$ cat config.mk
export PLATFORM = sky130hd
export DESIGN_NAME = stream_demux4
export DESIGN_NICKNAME = d
export VERILOG_FILES = /design/src/rtl/stream_pkg.sv /design/src/rtl/stream_slice1.sv /design/src/rtl/stream_demux4.sv
export SDC_FILE = /design/constraint.sdc
export NUM_CORES = 1
export LEC_CHECK = 0
export CORE_MARGIN = 2
export CORE_UTILIZATION = 42
export DETAILED_ROUTE_END_ITERATION = 10
export HOLD_SLACK_MARGIN = 0.1
export PLACE_DENSITY = 0.78
export RECOVER_POWER = 25
export SYNTH_ARGS = -nofsm -noshare
export SYNTH_HDL_FRONTEND = slang
export SYNTH_HIERARCHICAL = 1
export SYNTH_SLANG_ARGS = --single-unit
$ cat constraint.sdc
create_clock -name clk -period 2.3 [get_ports clk]
set_clock_uncertainty 0.1 [all_clocks]
set_input_delay 0.23 -clock clk [delete_from_list [all_inputs] [get_ports clk]]
set_output_delay 0.23 -clock clk [all_outputs]
set_load 0.02 [all_outputs]
$ cat src/rtl/stream_pkg.sv
// Shared definitions for the stream_demux4 slice: port count, select width,
// FSM state type and default widths.
package stream_pkg;

    localparam int NPORTS = 4;
    localparam int SEL_W  = 2;
    localparam int DEF_DW = 2;
    localparam int DEF_CW = 16;

    typedef enum logic {
        IDLE  = 1'b0,
        ROUTE = 1'b1
    } demux_state_t;

endpackage

$ cat src/rtl/stream_slice1.sv
// One-entry valid/ready register slice. A load always wins: loading while the
// current entry drains replaces the contents and keeps valid high.
module stream_slice1
    import stream_pkg::*;
#(
    parameter int DW = DEF_DW
) (
    input  logic          clk,
    input  logic          rst,
    input  logic          i_load,
    input  logic [DW-1:0] i_data,
    input  logic          i_last,
    input  logic          i_ready,
    output logic          o_valid,
    output logic [DW-1:0] o_data,
    output logic          o_last
);

    logic          r_valid;
    logic [DW-1:0] r_data;
    logic          r_last;

    // Load, drain or hold the single entry.
    always_ff @(posedge clk) begin
        if (rst) begin
            r_valid <= 1'b0;
            r_data  <= '0;
            r_last  <= 1'b0;
        end else if (i_load) begin
            r_valid <= 1'b1;
            r_data  <= i_data;
            r_last  <= i_last;
        end else if (r_valid && i_ready) begin
            r_valid <= 1'b0;
        end
    end

    assign o_valid = r_valid;
    assign o_data  = r_data;
    assign o_last  = r_last;

endmodule

$ cat src/rtl/stream_demux4.sv
// 1-to-4 packet stream demultiplexer. The destination is taken from in_sel on
// the first beat of a packet and locked until the last beat. Each output port
// has its own one-entry slice so ports drain independently.
// Optional: define STREAM_DEMUX4_STATS_EN for per-port saturating beat
// counters (stats_clr / beat_cnt ports).
module stream_demux4
    import stream_pkg::*;
#(
    parameter int DW = DEF_DW,
    parameter int CW = DEF_CW
) (
    input  logic                 clk,
    input  logic                 rst,
    input  logic                 in_valid,
    output logic                 in_ready,
    input  logic [SEL_W-1:0]     in_sel,
    input  logic [DW-1:0]        in_data,
    input  logic                 in_last,
    output logic [NPORTS-1:0]    out_valid,
    input  logic [NPORTS-1:0]    out_ready,
    output logic [NPORTS*DW-1:0] out_data,
    output logic [NPORTS-1:0]    out_last,
    output logic                 busy,
    output logic [SEL_W-1:0]     cur_sel
`ifdef STREAM_DEMUX4_STATS_EN
   ,input  logic                 stats_clr,
    output logic [NPORTS*CW-1:0] beat_cnt
`endif
);

    demux_state_t      r_state;
    logic [SEL_W-1:0]  r_cur_sel;
    logic [SEL_W-1:0]  w_target;
    logic              w_accept;
    logic [NPORTS-1:0] w_load;

    // Target follows in_sel only between packets; mid-packet it is locked.
    assign w_target = (r_state == IDLE) ? in_sel : r_cur_sel;
    assign in_ready = !out_valid[w_target] || out_ready[w_target];
    assign w_accept = in_valid && in_ready;
    assign busy     = (r_state == ROUTE);
    assign cur_sel  = r_cur_sel;

    // Packet framing FSM: lock the destination on the first beat, release on last.
    always_ff @(posedge clk) begin
        if (rst) begin
            r_state   <= IDLE;
            r_cur_sel <= '0;
        end else if (w_accept) begin
            if (r_state == IDLE) begin
                r_cur_sel <= in_sel;
                r_state   <= in_last ? IDLE : ROUTE;
            end else if (in_last) begin
                r_state <= IDLE;
            end
        end
    end

    for (genvar g = 0; g < NPORTS; g++) begin : g_port
        assign w_load[g] = w_accept && (w_target == SEL_W'(g));

        stream_slice1 #(.DW(DW)) u_slice (
            .clk     (clk),
            .rst     (rst),
            .i_load  (w_load[g]),
            .i_data  (in_data),
            .i_last  (in_last),
            .i_ready (out_ready[g]),
            .o_valid (out_valid[g]),
            .o_data  (out_data[g*DW +: DW]),
            .o_last  (out_last[g])
        );

`ifdef STREAM_DEMUX4_STATS_EN
        logic [CW-1:0] r_cnt;

        // Count delivered beats, saturating; clear wins over an increment.
        always_ff @(posedge clk) begin
            if (rst || stats_clr) begin
                r_cnt <= '0;
            end else if (out_valid[g] && out_ready[g] && (r_cnt != '1)) begin
                r_cnt <= r_cnt + CW'(1);
            end
        end

        assign beat_cnt[g*CW +: CW] = r_cnt;
`endif
    end

endmodule
Word level (Yosys, flattened, before mapping)
Cells that the tools add are included.
{"block": "word_totals", "out_inout_bits": 20, "register_bits": 19, "input_bits": 12}
{"block": "classes", "n_eq_ne": 3, "n_reduce_logical": 16, "mux": 14, "order_cmp": 1}
{"operator": "1-bit two-way mux", "count": 11}
{"operator": "1-bit logical AND", "count": 9}
{"operator": "2-bit nonzero test", "count": 4}
{"operator": "1-bit binary-select mux with 2-bit select", "count": 2}
{"operator": "2-bit equality test, second input constant", "count": 2}
{"operator": "2-bit by 3-bit less-than comparator with 1-bit output, second input constant", "count": 1}
{"operator": "2-bit by 1-bit equality test with 1-bit output, second input constant", "count": 1}
{"operator": "2-bit zero test", "count": 1}
{"operator": "2-bit two-way mux", "count": 1}
{"operator": "1-bit zero test", "count": 1}
{"operator": "1-bit logical OR", "count": 1}

Depth between registers and ports, before layout
Gate-level depths: netlist (run 1).
{"block": "depth", "word_depth": 8, "mapped_depth": 6, "ltp_nobuf": 6}

Hierarchy
The synthesis (run 1) kept the hierarchy.
{"module": "stream_slice1", "area_each_um2": 136.4, "n_inst": 4, "cells_per_inst": 13}
{"module": "stream_demux4", "area_each_um2": 272.8, "n_inst": 1, "cells_per_inst": 31}

Worst setup path before layout (run 1)
No wires, ideal clock.
{"block": "synth_path", "path_kind": "register to register", "from": "register r_state (netlist: busy)", "to": "register g_port[0].u_slice.r_data[0]", "required_time_ns": 2.086, "slack_ns": 0.362, "t_arrival_ns": 1.724, "stages_incl_launch_ff": 7, "path_cell_list": "dfxtp_1 mux2_4 mux2i_2 nand2_1 nor2_1 mux2i_1 nor2_1"}
{"block": "synth_between", "elab_chain_len": 7, "word_cells_on_any_way": 10, "cone_classes": "mux: 5; reduce/logical: 5"}
{"item": "start: declaration", "line": "stream_demux4.sv:31", "rtl": "demux_state_t r_state;"}
{"item": "start signal: assignment", "line": "stream_demux4.sv:52", "rtl": "r_state <= in_last ? IDLE : ROUTE;"}
{"item": "2-bit two-way mux *"}
{"item": "1-bit binary-select mux with 2-bit select", "line": "stream_demux4.sv:39", "rtl": "assign in_ready = !out_valid[w_target] || out_ready[w_target];"}
{"item": "1-bit two-way mux (not written as such)", "line": "stream_demux4.sv:39"}
{"item": "1-bit zero test", "line": "stream_demux4.sv:39"}
{"item": "1-bit logical OR", "line": "stream_demux4.sv:39"}
{"item": "1-bit logical AND", "line": "stream_demux4.sv:40", "rtl": "assign w_accept = in_valid && in_ready;"}
{"item": "1-bit logical AND *", "line": "stream_demux4.sv:60", "rtl": "assign w_load[g] = w_accept && (w_target == SEL_W'(g));"}
{"item": "via w_load[0]", "line": "stream_demux4.sv:35", "rtl": "logic [NPORTS-1:0] w_load;"}
{"item": "end signal: assignment", "line": "stream_slice1.sv:31", "rtl": "r_data <= i_data;"}
{"item": "end: declaration", "line": "stream_slice1.sv:20", "rtl": "logic [DW-1:0] r_data;"}
The timed path passes the listed nets; every way through them passes the cells marked *. The select of a mux whose other input is x is not followed.
A chain may end at the register's enable or synchronous reset.

Worst setup path after layout (run 1)
{"block": "layout_path", "from": "register r_state (netlist: busy)", "to": "output port in_ready"}
{"block": "layout_between", "elab_chain_len": 5, "word_cells_on_any_way": 7, "cone_classes": "mux: 5; reduce/logical: 2"}
{"item": "2-bit two-way mux *"}
{"item": "1-bit binary-select mux with 2-bit select", "line": "stream_demux4.sv:39"}
{"item": "1-bit two-way mux (not written as such)", "line": "stream_demux4.sv:39"}
{"item": "1-bit zero test", "line": "stream_demux4.sv:39"}
{"item": "1-bit logical OR *", "line": "stream_demux4.sv:39"}
{"item": "end: declaration", "line": "stream_demux4.sv:15", "rtl": "output logic in_ready,"}
Mark *: on every way between the ends. The rest lies on a longest branch, timed or not. The select of a mux whose other input is x is not followed.

==> summary.md, run 1 <==
| Metric | Value |
|---|---|
| Outcome | completed |
| Final setup TNS | 0 ns |
| Post-synthesis register bit count | 19 |
| Setup violations, final | 0 |
| Peak VDD IR | ~0.34 mV |
| Port bufs | 31 |
| Lkg Pwr | around 0.49 nW |
| Commonest non-fill, non-tap cell in the layout | clkdlybuf4s50_1 |
| Antenna violations before repair | 0 |
| Worst-path cell chain | mux2_4, mux2i_2, mux2_2, dlygate4sd2_1 |
| Synthesized area per cell | around 9.9 µm² |
| Psw | between 0.15 and 0.2 mW |
| Worst path max stage delay | about 0.41 ns |
| Footprint of the multi-input gates | 423 µm² |
| Die area | 2320 µm² |
| RD Place Congestion | a little under 0.9 |
| Count of final hold-check violations | 0 |
| Total CTS buffers | 3 |
| Sink Count | 19 |
| Combinational share of power | 0.237 |
| Sequential power share | 0.523 |
| Post-synthesis sequential area ratio | 0.465 |
| Top cell type's share of synthesized area | 0.465 |
| Met1 Usage GRT | 0.204 |
| Met3 usage | 0.0370 |
| Gr usage total | 0.184 |
| Unrepaired setup endpoints after global routing | no |
| Global route overflow | 0 |
| Yosys cell types | 16 |
| Avg WL per Cell | 12.1 µm |
| # IOs | 32 |
| Antenna Cells | 0 |
| Pwr Density | about 560 nW/µm² |
| Number of global-route vias before repair | 711 |
| Root Driver | clkbuf_4 |
| Max-Cap Viols | 0 |
| Die Height | 48.1 µm |
| Critical path data arrival time | between 1.5 and 2 ns |
| CP Launch Type | register |
| Max H-tree Level | 1 |
| Clock slew at reported path FFs | ~0.11 ns |
| Rel. slew slack | 0.812 |
| FP Rows | 15 |
| Fmax | approximately 470 MHz |
| Top cells by area, synth | dfxtp_1, mux2i_1, nor2_1 |
| Synth Cell Area | 818 µm² |
| Routed Antenna Nets | 0 |
| Core Util, Final | 0.695 |
| Busiest grt layer | met2 |
| Share of cells above drive strength 1 | 0.144 |
| Worst hold path class | reg2reg |
| GR Layer Usage met2 | 0.342 |
| Initial Util | 0.459 |
| DRC violations left | 0 |
| CTS max path bufs | 2 |
| CTS tree | built |
| Total Wirelength | around 1.8 mm |
| Fillers | 150 |
| Clk pwr share | 0.240 |
| Initial drt markers | 5 |
| Final Max Tran Viols | 0 |
| Area Overhead vs Synth | 51.5% |
| NumNets Final | roughly 140 |
| Actual slew at the worst max-slew pin | around 0.27 ns |
| HPWL Detailed | ~1.4 mm |
| First-pass DRT Iterations | 4 |
| Post-Syn Nets | between 90 and 100 |
| Ys Warns | 6 |
| Hold_buf cts | 0 |
| Most frequent cells in the layout | clkdlybuf4s50_1, nor2_1, dfxtp_1 |
| Internal Power | 0.500 mW |
| Sw Share | 0.274 |
| Sequential cell area | ~380 µm² |
| Vias | about 710 |
| Leading area contributor after synthesis | dfxtp_1 |
| Vias per inst | 4.75 |
| CP max-delay cell | dfxtp_2 |
| Post-synthesis cell count | 83 |
| Core Box Area | roughly 1800 µm² |
| CP endpoint kind | output pin |
| Critical Path RT | 1.97 ns |
| Maximum fanout along the worst path | 5 |
| Largest net degree at the start of global routing | 15 |
| Latest clock arrival within the worst-skew pair | between 0.2 and 0.3 ns |
| Final critical-path share of the clock period | 0.924 |
| Chip width | between 40 and 50 µm |
| CP Class | reg2out |
| Final Critical Period | roughly 2.1 ns |
| First-pass GRT wire length | 2.95 mm |
layout make-up:
| class | instances | area share |
|---|---|---|
| well taps | 25 | 0.0252 |
| clock buffers | 3 | 0.0182 |
| repair buffers | 38 | 0.292 |
| clock inverters | 1 | 0.00404 |
| multi-input cells | 60 | 0.341 |
| inverters | 4 | 0.0121 |
| flip-flops and latches | 19 | 0.308 |
path summary, 6_finish.rpt:
kind | startpoint | end | slack [ns] | depth (start not counted)
worst max register to register | busy | g_port[3].u_slice/o_last | 0.42 | 8
worst max-delay path | busy | in_ready | 0.17 | 4
worst min register to register | g_port[0].u_slice/o_valid | g_port[0].u_slice/o_valid | 0.39 | 2
worst min-delay path | g_port[0].u_slice/o_valid | g_port[0].u_slice/o_valid | 0.39 | 2
worst max-delay path: cells and delay by family, from the launching register on:
| kind | cells | cell delay, ns |
|---|---|---|
| flip-flops | 1 | 0.41 |
| multiplexers | 3 | 0.77 |
| buffers and inverters | 1 | 0.32 |
stage by stage:
step	total power, mW	hold WS [ns]	instances	instance area [µm²]	worst slack (ns)
floorplan	0.450	0.199	83	818	0.362
global placement	0.531	0.369	146	1210	0.0569
detailed placement	0.535	0.374	146	1210	0.0370
CTS	0.702	0.392	150	1240	0.156
global route	0.726	0.425	150	1240	0.109
finish	0.689	0.386	150	1240	0.175
power groups by stage:
stage | clock network, mW | logic [mW] | registers (mW)
final | 0.165 | 0.163 | 0.360
after global routing | 0.185 | 0.178 | 0.363
after CTS | 0.174 | 0.167 | 0.361
after detailed placement | 0 | 0.167 | 0.368
after global placement | 0 | 0.164 | 0.366
after floorplan | 0 | 0.0624 | 0.388
logic make-up (layout without fill, tap and decap cells):
| family | count (synthesis) | count (layout) | synth area share |
|---|---|---|---|
| AND/OR/NAND/NOR | 33 | 33 | 0.191 |
| multiplexers | 20 | 20 | 0.265 |
| flip-flops | 19 | 19 | 0.465 |
| AO/OA/AOI/OAI | 7 | 7 | 0.0612 |
| buffers and inverters | 4 | 46 | 0.0183 |
timing repair:
action                                  in CTS  in global routing
gates resized for setup                      2                  0
endpoints found under the setup margin       1                  0
buffers inserted                             0                  0
metal layers:
metal	share of wire	wire length [µm]	vias up
met1	0.46	829	325
li1	-	-	360
met5	0	0	-
met2	0.48	865	26
met4	0.0022	4	0
met3	0.060	109	2
synth_stat cells:
cell,number
inv_1,4
dfxtp_1,19
nand2b_1,4
and2_1,2
nand2_1,2
a21oi_1,4
o21ba_2,1
mux2_4,1
a21boi_0,1
nor2b_1,7
mux2i_2,2
mux2_2,1
nor2_1,18
mux2i_1,14
a22oi_2,1
mux2_1,2
flip-flops by register name, summed over array words and instances, names as in the netlist:
name and cells:
g_port.u_slice/o_data 8, g_port.u_slice/o_last 4, g_port.u_slice/o_valid 4, cur_sel 2, busy 1
Power figures use the tool's default switching activity.
==> run 2: changes to the inputs <==
--- a/config.mk
+++ b/config.mk
@@ -9,7 +9,7 @@
 export CORE_UTILIZATION = 42
 export DETAILED_ROUTE_END_ITERATION = 10
 export HOLD_SLACK_MARGIN = 0.1
-export PLACE_DENSITY = 0.78
+export PLACE_DENSITY = 0.84
 export RECOVER_POWER = 25
 export SYNTH_ARGS = -nofsm -noshare
 export SYNTH_HDL_FRONTEND = slang
==> run 2 against run 1 <==
Count of clock-buffer cells in the layout is 1 higher. Cell area down 0.10%. Critical endpoint unchanged. Non-clock buffer count unchanged. Critical path depth unchanged. Fmax down 0.89%. Utilization down 0.070 points. Global-route usage barely moved.
==> summary.md, run 2 (synthesized netlist as in run 1, its figures left out) <==
| Metric | Value |
|---|---|
| Setup violations, final | 0 (unchanged) |
| Antenna Cells | 0 (unchanged) |
| First-pass GRT wire length | 2.95 mm (unchanged) |
| CTS tree | built (unchanged) |
| Total Wirelength | 1.84 mm (was 1.81 mm) |
| Worst hold path class | reg2reg (unchanged) |
| HPWL Detailed | 1.44 mm (was 1.42 mm) |
| R2R setup slack | 0.40 ns (was 0.42 ns) |
| Gr usage total | 0.184 (about the same) |
| Initial Util | 0.459 (unchanged) |
| Core Box Area | 1780 µm² (unchanged) |
| Busiest grt layer | met2 (unchanged) |
| Fmax | 466 MHz (was 471 MHz) |
| Initial drt markers | 3 (was 5) |
| GR Layer Usage met2 | 0.318 (was 0.342) |
| CTS max path bufs | 2 (unchanged) |
| First-pass DRT Iterations | 6 (was 4) |
| Final Max Tran Viols | 0 (unchanged) |
| Peak VDD IR | 0.384 mV (was 0.337 mV) |
| Die area | 2320 µm² (unchanged) |
| R2R cell count | 8 (unchanged) |
| # IOs | 32 (unchanged) |
| Post-CTS Repair Setup Buffers | 0 (unchanged) |
| Total CTS buffers | 3 (unchanged) |
| Hold-critical path depth | 2 (unchanged) |
| Cell area after layout | 1240 µm² (about the same) |
| Commonest non-fill, non-tap cell in the layout | clkdlybuf4s50_1 (unchanged) |
| Port bufs | 31 (unchanged) |
| FP Rows | 15 (unchanged) |
| Avg WL per Cell | 12.3 µm (was 12.1 µm) |
| CP Launch Type | register (unchanged) |
| Crit Reg-Reg Endpoint | g_port[3].u_slice/o_data[1] (was g_port[3].u_slice/o_last) |
| Clock slew at reported path FFs | 0.10 ns (was 0.11 ns) |
| Vias per inst | 4.77 (was 4.75) |
| CP Class | reg2out (unchanged) |
| Area Overhead vs Synth | 51.4% (was 51.5%) |
| Pwr Density | 557 nW/µm² (was 555 nW/µm²) |
| Sink Count | 19 (unchanged) |
| Final critical-path share of the clock period | 0.932 (was 0.924) |
| Worst r2r src | busy (unchanged) |
| Share of cells above drive strength 1 | 0.136 (was 0.144) |
| Root Driver | clkbuf_4 (unchanged) |
| Unrepaired setup endpoints after global routing | no (unchanged) |
| Number of global-route vias before repair | 720 (was 711) |
| Hold_buf cts | 0 (unchanged) |
| Placed Area | 1210 µm² (unchanged) |
| Vias | 716 (was 713) |
| Start point of the worst hold path | g_port[2].u_slice/o_valid (was g_port[0].u_slice/o_valid) |
| Most frequent cells in the layout | clkdlybuf4s50_1, nor2_1, dfxtp_1 (unchanged) |
| PostCTS Resize Cnt | 2 (unchanged) |
| Outcome | completed (unchanged) |
| Chip width | 48.1 µm (unchanged) |
| Met3 usage | 0.0519 (was 0.0370) |
| Actual slew at the worst max-slew pin | 0.271 ns (was 0.273 ns) |
| Hold EP | g_port[2].u_slice/o_valid (was g_port[0].u_slice/o_valid) |
| CP endpoint kind | output pin (unchanged) |
| Maximum fanout along the worst path | 5 (unchanged) |
| Routed Antenna Nets | 0 (unchanged) |
| Max reg flops | 8 (unchanged) |
| Global route overflow | 0 (unchanged) |
| RD Place Congestion | 0.881 (was 0.873) |
| Final Critical Period | 2.14 ns (was 2.13 ns) |
| Critical path data arrival time | 1.81 ns (was 1.80 ns) |
| Max H-tree Level | 1 (unchanged) |
| Largest net degree at the start of global routing | 15 (unchanged) |
| Antenna violations before repair | 0 (unchanged) |
| Latest clock arrival within the worst-skew pair | 0.29 ns (about the same) |
| Critical Path RT | 1.97 ns (about the same) |
| Die Height | 48.1 µm (unchanged) |
| Core Util, Final | 0.695 (about the same) |
| Max-Cap Viols | 0 (unchanged) |
| Lkg Pwr | 0.484 nW (was 0.487 nW) |
| NumNets Final | 138 (unchanged) |
| Rel. slew slack | 0.814 (was 0.812) |
| Final setup TNS | 0 ns (unchanged) |
| Count of final hold-check violations | 0 (unchanged) |
| Met1 Usage GRT | 0.210 (was 0.204) |
| DRC violations left | 0 (unchanged) |
run 2: cell count changes in the layout (fill, tap and decap cells not counted):
cell / delta
clkbuf_1: +1
clkinv_2: -1
run 2: critical path, cell delays in order, from the launching register on:
cell           delay [ns]
dfxtp_2              0.41
mux2_4               0.36
mux2i_2              0.16
mux2_2               0.27
dlygate4sd2_1        0.32
run 2: routing by layer:
layer	part of all wire	vias up	routed length (µm)
li1	-	359	-
met2	0.47	27	868
met5	0	-	0
met4	0.0076	0	14
met3	0.061	2	113
met1	0.46	328	843
run 2: metrics by stage:
| step | hold slack (ns) | setup WS [ns] | power [mW] | cells |
|---|---|---|---|---|
| after floorplan | 0.199 | 0.362 | 0.450 | 83 |
| after global placement | 0.371 | 0.0582 | 0.530 | 146 |
| after detailed placement | 0.382 | -0.00115 | 0.535 | 146 |
| after CTS | 0.400 | 0.135 | 0.700 | 150 |
| after global routing | 0.422 | 0.0875 | 0.724 | 150 |
| final | 0.397 | 0.156 | 0.690 | 150 |
run 2: how the worst max path moves through the flow:
stage                     startpoint                           to  slack, ns  cells after the start
after floorplan                 busy  g_port[0].u_slice/o_data[0]       0.36                      6
after global placement     in_sel[1]                     in_ready       0.06                      5
after detailed placement   in_sel[1]                     in_ready     -0.001                      5
after CTS                       busy                     in_ready       0.13                      4
after global routing            busy                     in_ready       0.09                      4
final                           busy                     in_ready       0.16                      4
run 2: layout make-up:
| cell class | instances | area, µm² |
|---|---|---|
| Clock buffer | 4 | 26.3 |
| Fill cell | 141 | 544 |
| Inverter | 4 | 15.0 |
| Multi-Input combinational cell | 60 | 423 |
| Sequential cell | 19 | 382 |
| Tap cell | 25 | 31.3 |
| Timing Repair Buffer | 38 | 362 |
run 2: where the power goes:
group          internal (mW)  leakage [nW]  switching, mW  total (mW)
Combinational         0.0882         0.314         0.0758       0.164
Sequential             0.347         0.155         0.0130       0.360
Clock                 0.0676        0.0150         0.0977       0.165
